**config.mk**
```make
export PLATFORM = sky130hd
export DESIGN_NAME = midi_voice_allocator
export DESIGN_NICKNAME = d
export VERILOG_FILES = /design/src/rtl/midi_voice_allocator.sv
export SDC_FILE = /design/constraint.sdc
export NUM_CORES = 1
export LEC_CHECK = 0
export ABC_AREA = 1
export BUFFER_PORTS_ARGS = -buffer_cell sky130_fd_sc_hd__buf_4
export CAP_MARGIN = 10
export CORE_MARGIN = 2
export CORE_UTILIZATION = 40
export DETAILED_ROUTE_END_ITERATION = 16
export HOLD_SLACK_MARGIN = 0.02
export PLACE_DENSITY = 0.67
export REMOVE_ABC_BUFFERS = 1
export SLEW_MARGIN = 20
export SYNTH_ARGS = -nofsm -noshare
export SYNTH_HDL_FRONTEND = slang
export SYNTH_SLANG_ARGS = --single-unit
```
**constraint.sdc**
```tcl
create_clock -name i_clk -period 2 [get_ports i_clk]
set_input_delay 0.4 -clock i_clk [delete_from_list [all_inputs] [get_ports i_clk]]
set_output_delay 0.4 -clock i_clk [all_outputs]
set_load 0.02 [all_outputs]
```
**src/rtl/midi_voice_allocator.sv**
```systemverilog
// ---------------------------------------------------------------------------
// midi_voice_allocator
//
// Polyphonic voice allocator for a MIDI synth. One note message is accepted
// at a time. After acceptance, the allocator scans the voice table one voice
// per cycle and collects the facts it needs:
//   - the lowest-index active voice that already holds the note
//   - the lowest-index free voice
//   - the mask of active voices holding the note
//   - the oldest active voice (steal build only)
// It then commits the result in a single ASSIGN cycle.
//
// Timing relative to the accepting edge E0:
//   - E1..E(NUM_VOICES) scan voices 0..NUM_VOICES-1.
//   - E(NUM_VOICES+1) updates the voice table, pulses o_drop/o_steal and
//     returns to IDLE.
//
// Optional feature macro: VOICE_STEAL_EN
//   defined   : a note-on with every voice busy (and no retrigger match)
//               steals the oldest voice and pulses o_steal.
//   undefined : that note-on is discarded with an o_drop pulse; o_steal is
//               tied low and the age search hardware is not built.
//
// Parameters:
//   NUM_VOICES  number of voices (2..16)
//   AGE_W       width of each voice's saturating age counter
//
// Ports:
//   i_clk         clock
//   i_reset       synchronous active-high reset
//   i_msg_valid   a note message is presented
//   o_msg_ready   allocator idle, message accepted on valid & ready
//   i_note_on     1 = note-on, 0 = note-off
//   i_note        MIDI note number
//   i_velocity    MIDI velocity (note-on with velocity 0 is a note-off)
//   o_voice_gate  per-voice gate
//   o_voice_note  per-voice note, voice k at [7k+6:7k]
//   o_voice_vel   per-voice velocity, packed like o_voice_note
//   o_drop        one-cycle pulse: note-on discarded
//   o_steal       one-cycle pulse: active voice reassigned
// ---------------------------------------------------------------------------
module midi_voice_allocator #(
    parameter int NUM_VOICES = 8,
    parameter int AGE_W      = 8
) (
    input  logic                    i_clk,
    input  logic                    i_reset,
    input  logic                    i_msg_valid,
    output logic                    o_msg_ready,
    input  logic                    i_note_on,
    input  logic [6:0]              i_note,
    input  logic [6:0]              i_velocity,
    output logic [NUM_VOICES-1:0]   o_voice_gate,
    output logic [7*NUM_VOICES-1:0] o_voice_note,
    output logic [7*NUM_VOICES-1:0] o_voice_vel,
    output logic                    o_drop,
    output logic                    o_steal
);

    localparam int               IDX_W    = $clog2(NUM_VOICES);
    localparam logic [IDX_W-1:0] LAST_IDX = IDX_W'(NUM_VOICES - 1);
    localparam logic [AGE_W-1:0] AGE_MAX  = {AGE_W{1'b1}};

    typedef enum logic [1:0] {
        IDLE   = 2'd0,
        SCAN   = 2'd1,
        ASSIGN = 2'd2
    } state_t;

    state_t state_reg, state_next;

    // Voice table
    logic             gate_reg [NUM_VOICES];
    logic [6:0]       note_reg [NUM_VOICES];
    logic [6:0]       vel_reg  [NUM_VOICES];
    logic [AGE_W-1:0] age_reg  [NUM_VOICES];

    // Captured message; msg_on_reg already folds velocity 0 into note-off.
    logic       msg_on_reg;
    logic [6:0] msg_note_reg;
    logic [6:0] msg_vel_reg;

    // Scan state and accumulated results
    logic [IDX_W-1:0]      scan_idx_reg;
    logic                  hit_found_reg;
    logic [IDX_W-1:0]      hit_idx_reg;
    logic                  free_found_reg;
    logic [IDX_W-1:0]      free_idx_reg;
    logic [NUM_VOICES-1:0] off_mask_reg;
`ifdef VOICE_STEAL_EN
    logic                  old_found_reg;
    logic [IDX_W-1:0]      old_idx_reg;
    logic [AGE_W-1:0]      old_age_reg;
    logic                  steal_reg;
`endif

    logic drop_reg;

    // Decision made in ASSIGN from the scan results
    logic             tgt_valid;
    logic [IDX_W-1:0] tgt_idx;
    logic             drop_now;

    // ---------------------------------------------------------------- FSM
    always_ff @(posedge i_clk) begin
        if (i_reset) begin
            state_reg <= IDLE;
        end else begin
            state_reg <= state_next;
        end
    end

    always_comb begin
        state_next  = state_reg;
        o_msg_ready = 1'b0;
        case (state_reg)
            IDLE: begin
                o_msg_ready = 1'b1;
                if (i_msg_valid) begin
                    state_next = SCAN;
                end
            end
            SCAN: begin
                if (scan_idx_reg == LAST_IDX) begin
                    state_next = ASSIGN;
                end
            end
            ASSIGN: begin
                state_next = IDLE;
            end
            default: begin
                state_next = IDLE;
            end
        endcase
    end

    // ------------------------------------------------------ target choice
    // Priority: retrigger match, then free voice, then steal or drop.
    always_comb begin
        tgt_valid = 1'b0;
        tgt_idx   = '0;
        drop_now  = 1'b0;
        if (msg_on_reg) begin
            if (hit_found_reg) begin
                tgt_valid = 1'b1;
                tgt_idx   = hit_idx_reg;
            end else if (free_found_reg) begin
                tgt_valid = 1'b1;
                tgt_idx   = free_idx_reg;
            end else begin
`ifdef VOICE_STEAL_EN
                tgt_valid = 1'b1;
                tgt_idx   = old_idx_reg;
`else
                drop_now  = 1'b1;
`endif
            end
        end
    end

    // ----------------------------------------------------------- datapath
    always_ff @(posedge i_clk) begin
        if (i_reset) begin
            for (int k = 0; k < NUM_VOICES; k++) begin
                gate_reg[k] <= 1'b0;
                note_reg[k] <= '0;
                vel_reg[k]  <= '0;
                age_reg[k]  <= '0;
            end
            msg_on_reg     <= 1'b0;
            msg_note_reg   <= '0;
            msg_vel_reg    <= '0;
            scan_idx_reg   <= '0;
            hit_found_reg  <= 1'b0;
            hit_idx_reg    <= '0;
            free_found_reg <= 1'b0;
            free_idx_reg   <= '0;
            off_mask_reg   <= '0;
            drop_reg       <= 1'b0;
`ifdef VOICE_STEAL_EN
            old_found_reg  <= 1'b0;
            old_idx_reg    <= '0;
            old_age_reg    <= '0;
            steal_reg      <= 1'b0;
`endif
        end else begin
            drop_reg  <= 1'b0;
`ifdef VOICE_STEAL_EN
            steal_reg <= 1'b0;
`endif
            case (state_reg)
                IDLE: begin
                    if (i_msg_valid) begin
                        msg_on_reg     <= i_note_on && (i_velocity != 7'd0);
                        msg_note_reg   <= i_note;
                        msg_vel_reg    <= i_velocity;
                        scan_idx_reg   <= '0;
                        hit_found_reg  <= 1'b0;
                        free_found_reg <= 1'b0;
                        off_mask_reg   <= '0;
`ifdef VOICE_STEAL_EN
                        old_found_reg  <= 1'b0;
`endif
                    end
                end
                SCAN: begin
                    scan_idx_reg <= scan_idx_reg + 1'b1;
                    if (gate_reg[scan_idx_reg]) begin
                        if (note_reg[scan_idx_reg] == msg_note_reg) begin
                            off_mask_reg[scan_idx_reg] <= 1'b1;
                            if (!hit_found_reg) begin
                                hit_found_reg <= 1'b1;
                                hit_idx_reg   <= scan_idx_reg;
                            end
                        end
`ifdef VOICE_STEAL_EN
                        // Strict compare keeps the lowest index on age ties.
                        if (!old_found_reg || (age_reg[scan_idx_reg] > old_age_reg)) begin
                            old_found_reg <= 1'b1;
                            old_idx_reg   <= scan_idx_reg;
                            old_age_reg   <= age_reg[scan_idx_reg];
                        end
`endif
                    end else if (!free_found_reg) begin
                        free_found_reg <= 1'b1;
                        free_idx_reg   <= scan_idx_reg;
                    end
                end
                ASSIGN: begin
                    if (!msg_on_reg) begin
                        for (int k = 0; k < NUM_VOICES; k++) begin
                            if (off_mask_reg[k]) begin
                                gate_reg[k] <= 1'b0;
                            end
                        end
                    end else if (tgt_valid) begin
                        for (int k = 0; k < NUM_VOICES; k++) begin
                            if (IDX_W'(k) == tgt_idx) begin
                                gate_reg[k] <= 1'b1;
                                note_reg[k] <= msg_note_reg;
                                vel_reg[k]  <= msg_vel_reg;
                                age_reg[k]  <= '0;
                            end else if (gate_reg[k] && (age_reg[k] != AGE_MAX)) begin
                                age_reg[k]  <= age_reg[k] + 1'b1;
                            end
                        end
`ifdef VOICE_STEAL_EN
                        // Only reachable with every voice busy and no match.
                        steal_reg <= !hit_found_reg && !free_found_reg;
`endif
                    end
                    drop_reg <= drop_now;
                end
                default: begin
                end
            endcase
        end
    end

    // ------------------------------------------------------------ outputs
    generate
        for (genvar gi = 0; gi < NUM_VOICES; gi++) begin : g_voice_out
            assign o_voice_gate[gi]       = gate_reg[gi];
            assign o_voice_note[7*gi +: 7] = note_reg[gi];
            assign o_voice_vel[7*gi +: 7]  = vel_reg[gi];
        end
    endgenerate

    assign o_drop = drop_reg;
`ifdef VOICE_STEAL_EN
    assign o_steal = steal_reg;
`else
    assign o_steal = 1'b0;
`endif

endmodule

```
==> results list, run 1 <==
- Number of nets still failing antenna checks after routing: 0
* CORE AREA: about 17000 µm²
* Count of TritonRoute iterations in the first routing pass: 5
- The startpoint identified for the worst hold timing path is i_velocity[0].
- Share of synthesized area occupied by flip-flops and latches: a little under two thirds
* Worst slack on hold paths: 0.250 ns
- Final WS setup: roughly 0.098 ns
- Residual DRC count: 0
* Die area: about 18000 µm²
* Overall routing resource usage: 21.9%
* Setup crit end kind: flip-flop
- Clock Root Buffer: clkbuf_16
- Cell area after synthesis: just under 7000 µm²
* Routed wire length: a little under 20 mm
* Most used flip-flop cell after synthesis: edfxtp_1
- At the worst endpoint, the required time is roughly 2.3 ns.
- Each instance of the synthesized netlist takes up on average 9.35 µm².
- For the final routed database, the setup TNS stands at 0 ns.
- The final layout contains 909 nets.
* Pre-CTS WS: 0.0751 ns
* Fill cells: between 1500 and 2000
- CTS tree: built
- Summed over all cells, the static leakage comes to ~3.8 nW.
* Detailed Place HPWL: 13.8 mm
- Final clock period utilization by the worst path: a little over nine tenths
- The number of different library cells used by synthesis comes to 30.
* Shortest clock period the worst path allows after layout: ~1.9 ns
- The routed layout has roughly 5600 vias.
- WL per Instance: 17.4 µm
- The die is roughly 140 µm wide.
- Class of the most critical hold timing path: primary input to flip-flop
- The multi-input combinational cells in the finished layout cover a total of 1920 µm².
- Number of max-capacitance violations reported: 0
* Worst Clk Skew: approximately 0.012 ns
* Pin count of the biggest net entering global routing: 48
- Maximum ir drop on the vdd rail: 0.656 mV
- Synthesis produced a netlist whose cell count is about 740.
* DR vias/cell: 5.00
* Outcome: completed
* Sequential cell area: 4380 µm²
- Largest area contributor in the netlist: edfxtp_1
- CTS H-tree depth: 4
- Fmax achieved: around 530 MHz
- The worst hold path passes through 3 cells.
- The number of slew-limit violations in the final report was 0.
- 0 antenna diodes ended up in the layout.
- Top-level I/O count: 141
- Area growth syn-to-layout: 29.3%
- Summing all placed instances gives a cell area of slightly above 8000 µm².
- Worst r2r path cells: 13
- Hold worst-path end: msg_vel_reg[0]$_SDFFE_PP0P_
- The finished cells cover about 8900 µm².
- Starting density of the core: approximately two fifths
* Port Buf Inserts: around 140
- Synthesis inferred between 150 and 200 register bits.
* Routability congestion estimate: 0.839
- Ratio of cells with drive above 1 in the final layout: roughly a quarter
* Area fraction of the dominant cell type after synthesis: 51.1%
* Final-report hold violation count: 0
- Clk pin slew, worst setup/hold paths: roughly 0.070 ns
- Reg-to-Reg End: off_mask_reg[1]$_SDFFE_PP0P_
* Final setup violating endpoints: 0
- The worst register-to-register path has a setup slack of roughly 0.098 ns.
- After the first detailed-routing iteration, the DRC count stood at 538.
* Power density cells: about 870 nW/µm²
* Number of flops mapped to enable cells by yosys: about 120
* Number of warning messages in the yosys log: 0
- Most numerous cell types in the synthesized netlist: nand2_1, nor2_1, edfxtp_1
- Of all nets on the critical path, the largest fanout is 10.
- Top area cells in the synthesized netlist: edfxtp_1, dfxtp_1, nand2_1
* Proportion of register bits with asynchronous set or reset after synthesis: 0%
- Clock latency at the later pin of the worst-skew pair: ~0.44 ns
- Global routing finished with a remaining overflow of 0.
* CP startpoint kind: flip-flop
- The clock net in this run drives a total of 160 sinks.
- The clock passes through at most 2 buffers.
* Most frequently used cell type in the post-synthesis netlist: nand2_1
- The via count of the first global-routing pass is 5382.
- From bottom edge to top edge, the die measures between 100 and 150 µm.
- Critical Path AT: between 2 and 2.5 ns
- The first global-routing pass estimated ~29 mm of wire.
- Number of antenna violations at the first check in global routing: 0
- Kind of critical path: flip-flop to flip-flop
- Std-Cell Rows: 47
* Clock buffer count from CTS: 17
worst max-delay path, stage by stage, from the launching register on:
cell	delay, ns
dfxtp_2	0.34
inv_2	0.07
buf_4	0.20
nand2_1	0.07
nand2_1	0.07
nand2_1	0.05
nand3_1	0.09
nand3_1	0.10
nor2_1	0.10
nand2_1	0.09
nor2_4	0.21
nand2_2	0.18
a21oi_1	0.16
nor2_1	0.06
power breakdown:
group | internal, W | switching [W]
logic | 0.000307 | 0.000553
clock network | 0.00173 | 0.00137
registers | 0.00370 | 0.0000792
repair_timing:
item | 4_1_cts | 5_1_grt
gates resized for setup | 0 | 15
hold buffers | 0 | 0
setup buffers | 0 | 0
endpoints found under the setup margin | 0 | 100
through the flow:
step                      util (%)  cells  total power [W]
final                         53.2   1122          0.00775
after global placement        49.5   1089          0.00469
after CTS                     52.9   1121          0.00777
after floorplan                  -    692          0.00429
after global routing          53.2   1122          0.00799
after detailed placement      49.5   1089          0.00470
cells by family after synthesis:
kind of cell / after synthesis / share of synthesized area [%]
simple gates: 360 / 21.1
fa+ha+maj: 2 / 0.364
compound gates: 73 / 5.90
buf+inv: 139 / 8.99
other cells: 1 / 0.0545
flops: 160 / 63.6
layout make-up:
| cell class | count | share of cell area, % |
|---|---|---|
| inverter | 96 | 4.08 |
| clock inverter | 14 | 1.52 |
| sequential | 160 | 49.2 |
| timing repair buffer | 177 | 15.6 |
| tap | 220 | 3.10 |
| multi-input combinational | 437 | 21.6 |
| clock buffer | 18 | 4.83 |
per-layer routing:
| layer | up-vias | wire length, µm | track usage (%) |
|---|---|---|---|
| met5 | - | 0 | 0 |
| met4 | 0 | 563 | 9.72 |
| met3 | 41 | 1690 | 4.69 |
| met2 | 276 | 9230 | 35.0 |
| met1 | 2616 | 8070 | 28.8 |
| li1 | 2679 | - | - |
worst max path at each step:
stage,slack [ns],end
floorplan,-0.30,off_mask_reg[0]$_SDFFE_PP0P_
global placement,0.12,vel_reg[0][42]$_DFFE_PP_
detailed placement,0.08,note_reg[2][4]$_SDFFCE_PN0P_
CTS,0.06,note_reg[2][5]$_SDFFCE_PN0P_
global route,-0.04,off_mask_reg[0]$_SDFFE_PP0P_
finish,0.1,off_mask_reg[1]$_SDFFE_PP0P_
cells in the final DEF (no fill, tap or decap), drive strengths merged:
| cell | count |
|---|---|
| o21ai | 24 |
| nand2 | 156 |
| nor3 | 1 |
| a22oi | 2 |
| a211oi | 2 |
| a21oi | 35 |
| nand3 | 56 |
| dfxtp | 43 |
| nor2 | 144 |
| clkbuf | 18 |
| clkinv | 5 |
| o211ai | 6 |
| conb | 1 |
| edfxtp | 117 |
| nor3b | 1 |
| ha | 2 |
| bufinv | 1 |
| nor4 | 1 |
| buf | 177 |
| or2 | 2 |
| clkinvlp | 5 |
| inv | 99 |
| o32ai | 4 |
No activity file was read; power rests on OpenSTA's default activity.
==> run 2: changes to the inputs <==
RECOVER_POWER = 25   (was not set)
==> run 2 against run 1 <==
- clock skew barely moved
- worst setup slack got worse by 0.0032 ns
- global-route usage did not move
- critical endpoint unchanged
- highest routed layer unchanged
==> results list, run 2 (synthesis results as in run 1) <==
* Worst slack on hold paths: 0.249 ns
- For this run, the total global-route usage over all layers was measured as between 20% and 30%.
- At the worst endpoint, the required time is around 2.3 ns.
- Worst r2r path cells: 12
* Outcome: completed
* Maximum ir drop on the vdd rail: roughly 0.66 mV
* Total chip power: approximately 0.0077 W
* Std-Cell Rows: between 40 and 50
- After layout, the worst path uses 95.3% of the clock period.
- For this run, the post-layout net count is a little over 900.
* DR vias/cell: 5.05
- The repair_antennas step left the layout with diodes totalling 0.
- In this run the register-to-register setup slack is between 0.09 and 0.1 ns.
* WL per Instance: about 17 µm
* Maximum number of buffers from clock root to sink: 2
- STA classifies the critical path startpoint as a flip-flop.
* GRT overflow: 0
- In this run the remaining antenna-violating nets after routing total 0.
- CTS tree: built
* Number of antenna violations at the first check in global routing: 0
* Pin count of the biggest net entering global routing: between 40 and 50
* Final design utilization: 52.0%
* CTS H-tree depth: 4
* Top fanout value on the critical path: 20
* Slew at the pin closest to its max-slew limit: around 0.7 ns
- Of the cells placed in the final design, the portion with a size suffix greater than 1 is 19.0%.
- Chip Height: around 140 µm
* Leak Pwr: roughly 3.6 nW
* Clock latency at the later pin of the worst-skew pair: 0.44 ns
- Final-report hold violation count: 0
- Starting density of the core: about 40%
* Worst Clk Skew: ~0.012 ns
- Kind of critical path: flip-flop to flip-flop
- Summed over all failing endpoints, the final setup total negative slack is 0 ns.
- Most frequent cells in the layout: nand2_1, nor2_1, edfxtp_1
- Critical path's slowest cell: dfxtp_2
* Violation count after the first detailed-route iteration: around 520
- Area post-placement: between 8000 and 9000 µm²
- The worst path in the final design needs a cycle of around 1.9 ns, including I/O delays and setup.
- Power density cells: 887 nW/µm²
* Final count of pins violating max slew: 0
* Hold Path Stages: 3
- Final setup violating endpoints: 0
- Remaining max-slew budget at the tightest pin: 52.8%
- The final route contains between 5000 and 6000 vias.
- Peak per-stage delay on the critical path: around 0.36 ns
* Residual DRC count: 0
* Critical Path AT: approximately 2.2 ns
- TritonCTS created 17 clock buffers.
* Class of the most critical hold timing path: primary input to flip-flop
- The critical path goes through buf_6, nand2_1, nand3_1, nand3_1, nand2_1, nor2_1, nor2_1, nand2_1, nor2_4, nand2_2, a21oi_1, nor2_1.
- Fmax achieved: between 500 and 600 MHz
- CORE AREA: 16700 µm²
* CTS Sinks: between 150 and 200
- The cell sitting at the root of the clock tree is a clkbuf_16.
- The via count of the first global-routing pass was 5382.
* Top-level I/O count: around 140
- Routability congestion estimate: roughly 0.84
* Clk pin slew, worst setup/hold paths: 0.07 ns
- The first global-routing pass estimated roughly 30 mm of wire.
* Die area: 18300 µm²
* Design Area, Final: 8690 µm²
- Reg-to-Reg End: off_mask_reg[1]$_SDFFE_PP0P_
* Area growth syn-to-layout: 26.4%
- Number of max-capacitance violations reported: 0
- The worst hold path terminates at msg_vel_reg[0]$_SDFFE_PP0P_.
- Before antenna repair, the detailed router went through 5 iterations.
- Detailed Place HPWL: about 14 mm
* Routed wire length: slightly below 20 mm
* Count of hold buffers inserted by post-cts repair: 0
- Launch point of the worst hold path: i_velocity[0]
- The worst setup path is captured at a flip-flop.
* Port Buf Inserts: 139
* Most common cell after layout, fill and taps aside: nand2_1
- Width of the chip: between 100 and 150 µm
run 2: cell types whose count changed in the layout (fill, tap and decap cells not counted):
| cell | previous run | this run |
|---|---|---|
| clkbuf_4 | 0 | 1 |
| clkbuf_1 | 1 | 53 |
| clkbuf_2 | 0 | 1 |
| buf_4 | 170 | 116 |
run 2: metal layers:
metal  wire (µm)  vias up  global-route usage [%]
met2        9260      280                    35.0
li1            -     2683                       -
met1        8070     2663                    28.8
met3        1760       36                    4.69
met5           0        -                       0
met4         488        0                    9.72
run 2: worst max-delay path by stage:
| stage | end | startpoint | slack, ns |
|---|---|---|---|
| after floorplan | off_mask_reg[0]$_SDFFE_PP0P_ | flip-flop | -0.30 |
| after global placement | vel_reg[0][42]$_DFFE_PP_ | hit_found_reg$_SDFFE_PP0P_ | 0.12 |
| after detailed placement | note_reg[2][4]$_SDFFCE_PN0P_ | hit_found_reg$_SDFFE_PP0P_ | 0.08 |
| after CTS | note_reg[2][5]$_SDFFCE_PN0P_ | hit_found_reg$_SDFFE_PP0P_ | 0.06 |
| after global routing | off_mask_reg[0]$_SDFFE_PP0P_ | flip-flop | -0.04 |
| final | off_mask_reg[1]$_SDFFE_PP0P_ | flip-flop | 0.09 |
run 2: area by class of cell:
class / count / area (µm²)
Multi-Input combinational cell: 437 / 1920
Inverter: 96 / 363
Fill cell: 1536 / 8010
Tap cell: 220 / 275
Clock buffer: 18 / 429
Timing Repair Buffer: 177 / 1190
Sequential cell: 160 / 4380
Clock inverter: 14 / 135
run 2: critical path: cells and delay by family, from the launching register on:
| family | cells | cell delay, ns |
|---|---|---|
| simple gates | 10 | 1.07 |
| buf+inv | 1 | 0.20 |
| flops | 1 | 0.36 |
| compound gates | 1 | 0.16 |
run 2: through the flow:
stage          worst slack, ns  std cells
2_1_floorplan           -0.299        692
3_3_place_gp             0.117       1089
3_5_place_dp            0.0751       1089
4_1_cts                 0.0588       1121
5_1_grt                -0.0359       1122
6_report                0.0949       1122
run 2: report_power, final:
group | internal, W | leakage (nW) | switching (W)
clock network | 0.00173 | 0.263 | 0.00137
logic | 0.000272 | 1.77 | 0.000552
registers | 0.00370 | 1.56 | 0.0000785
run 2: what timing repair did:
| action | 4_1_cts | 5_1_grt |
|---|---|---|
| endpoints found under the setup margin | 0 | 100 |
| buffers inserted | 0 | 0 |
| gates resized for setup | 0 | 15 |
==> run 3: changes to the inputs <==
CTS_CLUSTER_DIAMETER = 120   (was not set)
PLACE_DENSITY = 0.64   (was 0.67)
clock period = 2.3 ns   (was 2 ns; I/O delays follow)
==> run 3 against run 2 <==
- final cell count fell by 0.53%
- sequential share of layout area rose by 0.16 points
- critical path depth fell by 5
- first-iteration DRC count fell by 16%
- combinational power fell by 15%
- hold slack improved by 0.070 ns
==> results list, run 3 (synthesis results as in run 1) <==
- Number of antenna violations at the first check in global routing: 0
- Sequential Power Share: around 47%
* Part of the total power dissipated in combinational logic: 10.0%
- The first detailed-routing pass took 5 iterations.
- Among the stages of the critical path, the cell type that occurs most often is nand2_1.
* Overall routing resource usage: approximately 22%
* Pre-CTS WS: about 0.35 ns
- Routability-driven placement finished with a final weighted congestion of roughly 0.87.
* Maximum number of buffers from clock root to sink: 2
- Class of the most critical hold timing path: primary input to flip-flop
- Most common cell after layout, fill and taps aside: nand2_1
* Shortest clock period the worst path allows after layout: 2.02 ns
- Most frequent cells in the layout: nand2_1, nor2_1, edfxtp_1, buf_4, inv_1
- The final route contains around 5600 vias.
- Clock latency at the later pin of the worst-skew pair: about 0.43 ns
- The first global-routing pass estimated around 30 mm of wire.
- CP Data Required Time: between 2 and 2.5 ns
- DR vias/cell: 5.00
* Area growth syn-to-layout: 25.9%
- For the final routed database, the setup TNS stands at 0 ns.
- In this design, the stage delay of the slowest critical-path cell is about 0.46 ns.
- Number of max-capacitance violations reported: 0
- At the worst endpoint, the arrival time is 2.15 ns.
- The clock arrives with 0.00683 ns of skew.
- During I/O placement, the number of pins put on the boundary was approximately 140.
- Final design utilization: between 50% and 60%
- Power spread over the standard cell area amounts to 810 nW/µm².
- Clock-pin slew was measured on the worst setup and hold paths at 0.06 ns.
- Buffers inserted to repair hold after CTS numbered 0.
- The analysis attributes to cell leakage a power of about 3.6 nW.
- Diodes inserted: 0
- Slew at the pin closest to its max-slew limit: just over 0.7 ns
* Width of the chip: ~140 µm
* CTS Sinks: 160
- The slowest stage of the critical path is the dfxtp_1 cell.
- Entering global routing, the biggest net connects 35 pins.
- Number of instances resized during post-cts repair: 0
* Chip Height: 135 µm
* Internal power: roughly 0.0054 W
- WL per Instance: about 18 µm
- The number of slew-limit violations in the final report is 0.
* Starting density of the core: 41.2%
* Top fanout value on the critical path: 14
- CP startpoint kind: flip-flop
* Number of global-route vias before repair: 5292
* Detailed Place HPWL: 14.0 mm
- Of the cells placed in the final design, the portion with a size suffix greater than 1 is 17.6%.
* Maximum ir drop on the vdd rail: between 0.5 and 0.6 mV
* Fmax achieved: 494 MHz
- Kind of critical path: flip-flop to flip-flop
- After clock tree synthesis, the setup repair step added 0 buffers.
- Clock Root Buffer: clkbuf_16
- CP top delay family: simple AND/OR/NAND/NOR gates
- Once routing completed, OpenROAD measured the worst setup slack at 0.276 ns.
* CTS tree: built
- Setup violations remaining at the end of the flow were counted as 0.
- Unrepaired setup endpoints after global routing: no
- Clock buffer count from CTS: 17
* Total chip power: between 0.007 and 0.008 W
- Die area: 18300 µm²
* Port Buf Inserts: approximately 140
- After layout, the worst path uses between 80% and 90% of the clock period.
- Clk network pwr share: 43.1%
* GRT overflow: 0
* Violation count after the first detailed-route iteration: 436
- In this run the power spent charging and discharging nets is around 0.0017 W.
- Outcome: completed
- Routed wire length: around 20 mm
- Final-report hold violation count: 0
* CTS H-tree depth: 4
* Number of nets still failing antenna checks after routing: 0
- The signal on the critical path passes through inv_1, a21oi_1, nand2_1, nor2_1, nand2_1, nand2_1, buf_12.
- CORE AREA: between 15000 and 20000 µm²
* Switching Fraction: 23.7%
- The final layout contains roughly 900 nets.
- Count of buffer and inverter cells on the critical path: 2
* Setup crit end kind: flip-flop
* Remaining max-slew budget at the tightest pin: between 50% and 60%
* Residual DRC count: 0
* Std-Cell Rows: 47
## run 3: changes by cell type in the layout (fill, tap and decap cells not counted), moves of 2 or more
cell | previous run | this run
dfxtp_1 | 41 | 43
buf_6 | 3 | 0
dfxtp_2 | 2 | 0
bufinv_16 | 1 | 5
inv_8 | 2 | 0
clkinv_4 | 2 | 0
clkinv_1 | 1 | 3
nor2_1 | 140 | 142
inv_6 | 2 | 0
nor2_4 | 2 | 0
clkinvlp_4 | 5 | 2
## run 3: per-stage QoR
step / instance area (µm²) / instances / hold WS [ns]
after floorplan: 6620 / 692 / 0.408
after global placement: 8220 / 1084 / 0.424
after detailed placement: 8220 / 1084 / 0.431
after CTS: 8850 / 1116 / 0.308
after global routing: 8660 / 1116 / 0.343
final: 8660 / 1116 / 0.319
## run 3: worst min-delay path, delay by kind of cell
family	cells	cell delay (ns)
AOI/OAI and AO/OA	2	0.18
buffers and inverters	1	0.08
## run 3: power by group through the flow
stage / clock, W / combinational [W] / sequential [W]
global route: 0.00316 / 0.000768 / 0.00330
CTS: 0.00303 / 0.000734 / 0.00329
global placement: 0 / 0.000724 / 0.00335
finish: 0.00302 / 0.000700 / 0.00329
floorplan: 0 / 0.000280 / 0.00345
detailed placement: 0 / 0.000731 / 0.00335
## run 3: area by class of cell
class                      instances  area (µm²)
timing repair buffer             172        1140
clock inverter                    13         193
tap                              220         275
clock buffer                      19         433
inverter                          96         360
fill                            1601        8040
multi-input combinational        436        1880
sequential                       160        4370
## run 3: final timing paths
check	slack, ns	from	cells after the start	to
setup / recovery	0.28	hit_found_reg$_SDFFE_PP0P_	7	note_reg[7][1]$_DFFE_PP_
hold / removal	0.32	i_note[4]	3	msg_note_reg[4]$_SDFFE_PP0P_
setup reg to reg	0.28	hit_found_reg$_SDFFE_PP0P_	7	note_reg[7][1]$_DFFE_PP_
hold reg to reg	0.45	off_mask_reg[0]$_SDFFE_PP0P_	1	gate_reg[0]$_SDFF_PP0_
## run 3: metal layers
layer  vias to the layer above  global-route usage (%)  part of all wire, %
met5                         -                       0                    0
met4                         0                    6.66                  1.3
met3                        28                    4.84                  9.0
met2                       267                    35.8                   47
met1                      2631                    30.6                   43
li1                       2659                       -                    -
